## src/rtl/pc_gen.sv

```systemverilog
// Program-counter generation stage: holds the fetch PC, selects sequential/branch/jump next PC,
// and handles stall, halt and misaligned redirects. Define PC_GEN_TRAP_VEC_EN to trap instead of halt.
module pc_gen #(
  parameter logic [31:0] RESET_VECTOR = 32'h0000_0000,
  parameter logic [31:0] TRAP_VECTOR  = 32'h0000_0100
) (
  input  logic        clk,
  input  logic        reset_n,
  input  logic        stall,
  input  logic        halt_req,
  input  logic        branch_taken,
  input  logic [31:0] branch_target,
  input  logic        jump_valid,
  input  logic [31:0] jump_target,
  output logic [31:0] pc,
  output logic [31:0] pc_plus4,
  output logic        pc_valid,
  output logic        halted,
  output logic        misalign_fault,
  output logic [31:0] fault_pc,
  output logic [31:0] instret
);

  typedef enum logic [1:0] {StBoot, StRun, StHalt} state_e;

  state_e      state_q, state_d;
  logic [31:0] pc_q, pc_d;
  logic [31:0] instret_q, instret_d;
  logic [31:0] fault_pc_q, fault_pc_d;
  logic        fault_q, fault_d;

  logic        redirect;
  logic [31:0] target;
  logic        target_misaligned;

  // Jump outranks branch when both are presented in the same cycle.
  assign redirect          = jump_valid | branch_taken;
  assign target            = jump_valid ? jump_target : branch_target;
  assign target_misaligned = (target[1:0] != 2'b00);

`ifndef PC_GEN_TRAP_VEC_EN
  logic unused_trap_vector;
  assign unused_trap_vector = ^TRAP_VECTOR;
`endif

  // State register
  always_ff @(posedge clk or negedge reset_n) begin
    if (!reset_n) begin
      state_q <= StBoot;
    end else begin
      state_q <= state_d;
    end
  end

  // Next-state logic
  always_comb begin
    state_d = state_q;
    unique case (state_q)
      StBoot: state_d = StRun;
      StRun: begin
        if (halt_req) begin
          state_d = StHalt;
        end else if (!stall && redirect && target_misaligned) begin
`ifdef PC_GEN_TRAP_VEC_EN
          state_d = StRun;
`else
          state_d = StHalt;
`endif
        end
      end
      StHalt:  state_d = StHalt;
      default: state_d = StHalt;
    endcase
  end

  // Output logic
  always_comb begin
    pc_valid = 1'b0;
    halted   = 1'b0;
    unique case (state_q)
      StRun:   pc_valid = 1'b1;
      StHalt:  halted   = 1'b1;
      default: ;
    endcase
  end

  // Datapath next values
  always_comb begin
    pc_d       = pc_q;
    instret_d  = instret_q;
    fault_pc_d = fault_pc_q;
    fault_d    = 1'b0;
    if (state_q == StRun && !halt_req && !stall) begin
      if (redirect) begin
        if (!target_misaligned) begin
          pc_d      = target;
          instret_d = instret_q + 32'd1;
        end else begin
          fault_d    = 1'b1;
          fault_pc_d = pc_q;
`ifdef PC_GEN_TRAP_VEC_EN
          pc_d      = TRAP_VECTOR;
          instret_d = instret_q + 32'd1;
`endif
        end
      end else begin
        pc_d      = pc_plus4;
        instret_d = instret_q + 32'd1;
      end
    end
  end

  always_ff @(posedge clk or negedge reset_n) begin
    if (!reset_n) begin
      pc_q       <= RESET_VECTOR;
      instret_q  <= 32'd0;
      fault_pc_q <= 32'd0;
      fault_q    <= 1'b0;
    end else begin
      pc_q       <= pc_d;
      instret_q  <= instret_d;
      fault_pc_q <= fault_pc_d;
      fault_q    <= fault_d;
    end
  end

  assign pc             = pc_q;
  assign pc_plus4       = pc_q + 32'd4;
  assign misalign_fault = fault_q;
  assign fault_pc       = fault_pc_q;
  assign instret        = instret_q;

endmodule

```

## config.mk

```make
export PLATFORM = sky130hd
export DESIGN_NAME = pc_gen
export DESIGN_NICKNAME = d
export VERILOG_FILES = /design/src/rtl/pc_gen.sv
export SDC_FILE = /design/constraint.sdc
export NUM_CORES = 1
export LEC_CHECK = 0
export ABC_AREA = 1
export ABC_CLOCK_PERIOD_IN_PS = 1710
export BUFFER_PORTS_ARGS = -buffer_cell sky130_fd_sc_hd__buf_4
export CAP_MARGIN = 40
export CORE_MARGIN = 5
export CORE_UTILIZATION = 37
export CTS_BUF_LIST = sky130_fd_sc_hd__clkbuf_8
export DETAILED_ROUTE_END_ITERATION = 8
export SYNTH_ARGS = -nofsm -noshare
export SYNTH_HDL_FRONTEND = slang
export SYNTH_SLANG_ARGS = --single-unit
```

## constraint.sdc

```tcl
create_clock -name clk -period 1.71 [get_ports clk]
set_input_delay 0.513 -clock clk [delete_from_list [all_inputs] [get_ports clk]]
set_output_delay 0.513 -clock clk [all_outputs]
set_load 0.01 [all_outputs]
```

==> results of run 1 <==
[worst max-delay path by stage]
stage / end / slack [ps] / cells past startpoint / start
6_report: pc_plus4[16] / -650 / 8 / pc[3]$_DFFE_PN0P_
5_1_grt: pc_plus4[16] / -780 / 8 / pc[3]$_DFFE_PN0P_
4_1_cts: pc_plus4[18] / -670 / 7 / pc[3]$_DFFE_PN0P_
3_5_place_dp: pc_plus4[22] / -290 / 8 / pc[3]$_DFFE_PN0P_
3_3_place_gp: pc_plus4[22] / -270 / 8 / pc[3]$_DFFE_PN0P_
2_1_floorplan: pc_plus4[22] / -170 / 7 / pc[3]$_DFFE_PN0P_
[state kept, by name, indices dropped and copies added, names as in the netlist]
register,flops
state_q,2
instret,32
fault_pc,32
misalign_fault,1
pc,32
[layout make-up]
cell class | count | area, sq um | area share, %
Inverter | 66 | 247.7 | 2.781
Tap cell | 216 | 270.3 | 3.033
Timing Repair Buffer | 302 | 2435 | 27.33
Sequential cell | 99 | 2486 | 27.90
Clock buffer | 9 | 123.9 | 1.390
Clock inverter | 7 | 70.07 | 0.7864
Multi-Input combinational cell | 639 | 3277 | 36.78
[metal layers]
layer	global-route usage (%)	wire length (um)	up-vias
met5	0	0	-
met4	7.223	371	0
met3	4.071	1204	24
met2	39.49	10510	160
met1	28.19	8851	2924
li1	-	-	3203
[what timing repair did]
| action | CTS | global route |
|---|---|---|
| resized for setup | 19 | 51 |
| pin swaps | 15 | 26 |
| setup endpoints to repair | 30 | 47 |
| setup buffers | 6 | 11 |
| hold buffers | 0 | 0 |
[power breakdown]
group          total [W]  switching [W]  internal (W)
logic           0.000960       0.000464      0.000495
clock network    0.00155       0.000883      0.000672
registers        0.00249      0.0000766       0.00242
[placed cells by master, fill, tap and decap left out, drive strengths merged]
cell type,Yosys,final
nand2,313,313
buf,17,302
nor2,135,135
dfrtp,99,99
inv,65,66
o21ai,41,41
nand3,33,33
a22o,25,25
a21oi,23,23
xor2,23,23
nand3b,9,9
clkbuf,11,9
nor3,8,8
and2,7,7
nand4,6,6
a22oi,6,6
xnor2,3,3
clkinvlp,0,3
clkinv,1,3
a31oi,2,2
nor4,2,2
ha,2,2
a221oi,1,1
bufinv,0,1
[logic make-up (layout without fill, tap and decap cells)]
logic type | count (synthesis) | after routing | synth area share (%)
simple gates | 513 | 513 | 36.38
flops | 99 | 99 | 42.07
compound gates | 98 | 98 | 10.28
buf+inv | 94 | 384 | 6.970
xor+xnor | 26 | 26 | 3.867
fa+ha+maj | 2 | 2 | 0.4249
[synth_stat cells, drive strengths merged]
master    n  share of area (%)
ha        2               0.42
buf      17                2.1
clkbuf   11               0.70
nand3    33                2.8
and2      7               0.74
nor2    135                9.8
xor2     23                3.4
nand2   313                 20
nand4     6               0.64
nand3b    9                1.1
xnor2     3               0.45
a31oi     2               0.21
nor4      2               0.47
nor3      8               0.68
o21ai    41                3.5
a22o     25                3.7
clkinv    1              0.064
a21oi    23                2.0
a22oi     6               0.76
a221oi    1               0.15
inv      65                4.1
dfrtp    99                 42
[worst max-delay path, cell delays in order (launching register included)]
cell and delay [ps]:
dfrtp_1 420, ha_4 170, nand2_4 50, nor2_4 150, nand2_1 120, nor2_2 100
buf_4 150, xor2_2 170, buf_4 150
[stage by stage]
step           total power [W]  hold WS, ps
2_1_floorplan         0.002857        217.4
3_3_place_gp          0.003442        458.4
3_5_place_dp          0.003449        461.5
4_1_cts               0.005037        31.19
5_1_grt               0.005229        50.92
6_report              0.005007        45.72
==> flow_summary.toml, run 1 <==
[worst_hold_path]
hold_path.class = "in -> async"

[cts]
clk_latency_ps = 380
cts_root_buffer = "clkbuf_8"
cts.sinks = 99
numCtsBuffers = 9
cts_tree = "built"
htreeDepth = 3
clkTransAtPathRegs_ps = 100
cts.path.max_buffers = 2

[timing]
relSlewSlack_pct = 73.89
fin_crit_sh_pct = 138.0
rsz0062_at_grt = "true"
fin_ws_ps = -650.0
slew_violations = 0
fmax_mhz = 423.7
period_minus_slack_ps = 2360
finalClockSkew_ps = 11.91
worst_pin_slew_ps = 391.6
final.setup.tns_ps = -16000
setup-violations-final = 28
finalHoldViolCount = 0

[run_status]
status = "complete, but fails checks"
violations = "setup timing"

[setup_path]
crit_type = "reg -> out"
reg2reg_slack_ps = 10
cp-start-kind = "register"
required_ps = 1200
cp_max_fo = 3
r2r-end = "pc[16]$_DFFE_PN0P_"
reg2regPathDepth = 10
end_kind = "output port"
r2r_start = "pc[3]$_DFFE_PN0P_"
worstPathArrival_ps = 1850

[grt]
grt_usage_pct = 22.57
grt_pass1_wl_um = 32680
grt_antenna_before_repair = 0
grt_overflow = 0
grt_pass1_vias = 6321
grt_start_max_net_pins = 32

[logic_synthesis]
syn_inst = 832
synthDistinctLibCells = 32
ys_ff_latch = 99
ys_warn_count = 0
syn_area_sq_um = 5888
avgSynthCellArea_sq_um = 7.077
yosysSeqAreaShare_pct = 42.07
syn-num-nets = 904

[cells_and_area]
area_delta_synth_final_pct = 51.32
instances_no_fill = 1338
fin_util_pct = 56.50
drive_above_1_share_pct = 35.65
fillCellCount = 1563
nNetsFinal = 1189
n_antenna_cell = 0
final_area_sq_um = 8910

[floorplan]
rows = 46
start_util_pct = 37.34
die_h_um = 136.2
dieArea_sq_um = 18540
core_region_area_sq_um = 15770
die_w_um = 136.2
num_io_pins = 201

[route]
wl_per_cell_um = 15.64
ant_nets = 0
first_pass_iters = 4
drc = 0
viasPerCell = 4.717
wl_um = 20930
vias = 6311
drt_iter0_markers = 316

[placement]
detailed_place_hpwl_um = 16530
postPlaceCellArea_sq_um = 8359
place_ws_ps = -290.8
gp_congestion = 0.9179
dpl.cell_count = 1310
numPortBuffers = 200

[run]
cap_violations = 0

[power_and_ir_drop]
power.density_nw_per_um2 = 562.0
power_leakage_nw = 4.527
vdd_drop_max_mv = 0.3218
(Power assumes the default switching activity.)
==> inputs of run 2 (changes only) <==
- CORE_ASPECT_RATIO: unset -> 1.25
- CORE_UTILIZATION: 37 -> 47
- PLACE_DENSITY: unset -> 0.79
==> run 2 against run 1 <==
  * Die area down 20%
  * Wire length rose by 3.6%
  * The run still ends with setup timing left
  * Critical path type unchanged
  * Cell count fell by 2.5%
  * Critical path depth unchanged
  * Via count rose by 8.2%
  * Highest routed layer unchanged
  * Largest cell class unchanged
  * Critical endpoint is now pc_plus4[18]
  * Count of clock-buffer cells in the layout is 2 higher
  * Clock power rose by 10%
==> flow_summary.toml, run 2 (synthesis gave the netlist of run 1 again) <==
[route]
wl_um = 21680
drt_iter0_markers = 362
wl_per_cell_um = 16.62
vias = 6828
first_pass_iters = 6
ant_nets = 0
drc = 0
viasPerCell = 5.236

[timing]
finalClockSkew_ps = 6.454
relSlewSlack_pct = 73.32
slew_violations = 0
setup-violations-final = 36
worst_pin_slew_ps = 400.3
rsz0062_at_grt = "true"
fmax_mhz = 410.9
holdWs_ps = 59.14
fin_ws_ps = -723.7
period_minus_slack_ps = 2434
finalHoldViolCount = 0
fin_crit_sh_pct = 142.3

[cells_and_area]
nNetsFinal = 1207
area_delta_synth_final_pct = 54.31
mostFrequentLayoutCell = "nand2_1"
n_antenna_cell = 0
fillCellCount = 905
final_cell_mix = "nand2_1 (292), buf_4 (288), nor2_1 (108)"
drive_above_1_share_pct = 37.46

[grt]
grt_antenna_before_repair = 0
globalRouteMet1Util_pct = 31.00
grt_usage_pct = 27.83
use_met2_pct = 50.03
grt_overflow = 0
grt_pass1_wl_um = 32360
grt_start_max_net_pins = 31
busiest_layer = "met2"
grt_pass1_vias = 6575
grtUsageMet3_pct = 5.055

[floorplan]
core_region_area_sq_um = 12220
die_h_um = 135.1
die_w_um = 110.1
start_util_pct = 48.19
dieArea_sq_um = 14880
num_io_pins = 201
rows = 45

[power_and_ir_drop]
power.density_nw_per_um2 = 572.1
vdd_drop_max_mv = 0.3620
power_leakage_nw = 4.625

[placement]
place_ws_ps = -314.6
detailed_place_hpwl_um = 15980
gp_congestion = 0.9335
numPortBuffers = 200

[cts]
htreeDepth = 3
clk_latency_ps = 360
cts.sinks = 99
clkTransAtPathRegs_ps = 90
cts_root_buffer = "clkbuf_8"
numCtsBuffers = 9
holdBufCountCts = 0
cts_tree = "built"
cts.path.max_buffers = 2

[setup_path]
crit_path_frequent_cell = "nor2_4"
reg2reg_slack_ps = -240
end_kind = "output port"
worst-path-buf-inv = 2
path_delay_family = "simple AND/OR/NAND/NOR gates"
reg2regPathDepth = 12
r2r-end = "pc[10]$_DFFE_PN0P_"
max_stage_delay_ps = 390
cp_slowest_cell = "dfrtp_1"
cp_max_fo = 5
r2r_start = "pc[3]$_DFFE_PN0P_"
worstPathArrival_ps = 1920
cp-start-kind = "register"
crit_path_cell_trace = "ha_2 > nand2_2 > nor2_4 > nand2_4 > nor2_4 > buf_12 > xor2_2 > buf_4"
crit_type = "reg -> out"
crit_cells = 8
required_ps = 1200

[worst_hold_path]
hold_path.class = "in -> async"

[run]
cap_violations = 0

[run_status]
violations = "setup timing"
status = "complete, but fails checks"
-- run 2: changes by cell type in the layout (fill, tap and decap cells not counted), sizes merged --
cell / before / now
clkinv: 3 / 2
clkbuf: 9 / 11
bufinv: 1 / 2
buf: 302 / 320
clkinvlp: 3 / 1
-- run 2: worst max path at each step --
stage | end | from | slack (ps)
2_1_floorplan | pc_plus4[22] | pc[3]$_DFFE_PN0P_ | -170
5_1_grt | pc_plus4[27] | pc[5]$_DFFE_PN0P_ | -820
3_3_place_gp | pc_plus4[22] | pc[3]$_DFFE_PN0P_ | -260
4_1_cts | pc_plus4[18] | pc[3]$_DFFE_PN0P_ | -680
3_5_place_dp | pc_plus4[22] | pc[3]$_DFFE_PN0P_ | -310
6_report | pc_plus4[18] | pc[3]$_DFFE_PN0P_ | -720
-- run 2: per-stage QoR --
stage | instances | setup TNS (ps) | utilization [%] | area, sq um | power [W]
final | 1304 | -18100 | 74.37 | 9086 | 0.005198
after floorplan | 832 | -1209 | - | 5974 | 0.002857
after global placement | 1265 | -5087 | 68.21 | 8334 | 0.003423
after CTS | 1303 | -16700 | 72.91 | 8909 | 0.005191
after global routing | 1304 | -22160 | 74.37 | 9086 | 0.005424
after detailed placement | 1265 | -7217 | 68.21 | 8334 | 0.003440
-- run 2: worst register-to-register path: cells and delay by family, from the launching register on --
kind | cells | cell delay, ps
buffers and inverters | 5 | 660
flip-flops | 1 | 390
AND/OR/NAND/NOR | 4 | 380
adder cells (fa/ha/maj) | 1 | 200
XOR/XNOR | 1 | 150
AO/OA/AOI/OAI | 1 | 60
-- run 2: where the power goes --
part / internal, W / total [W] / switching (W)
Sequential: 0.00242 / 0.00249 / 0.0000724
Combinational: 0.000511 / 0.000999 / 0.000488
Clock: 0.000897 / 0.00171 / 0.000814
Total: 0.00382 / 0.00520 / 0.00137
-- run 2: layout make-up --
cell class	count	area [sq um]	area share (%)
Sequential cell	99	2482	27.32
Tap cell	164	205.2	2.258
Inverter	66	247.7	2.727
Multi-Input combinational cell	639	3331	36.66
Clock inverter	5	76.32	0.8400
Timing Repair Buffer	320	2592	28.53
Clock buffer	11	151.4	1.666
-- run 2: repair_timing --
action                                  CTS  global route
pin swaps                                23            15
endpoints found under the setup margin   29            76
gates resized for setup                  38            48
setup buffers                            22             7
-- run 2: metal layers --
metal  up-vias  share of wire (%)
met1      3181                 36
met3        85                7.5
met4         0                5.2
met2       337                 52
met5         -                  0
li1       3225                  -
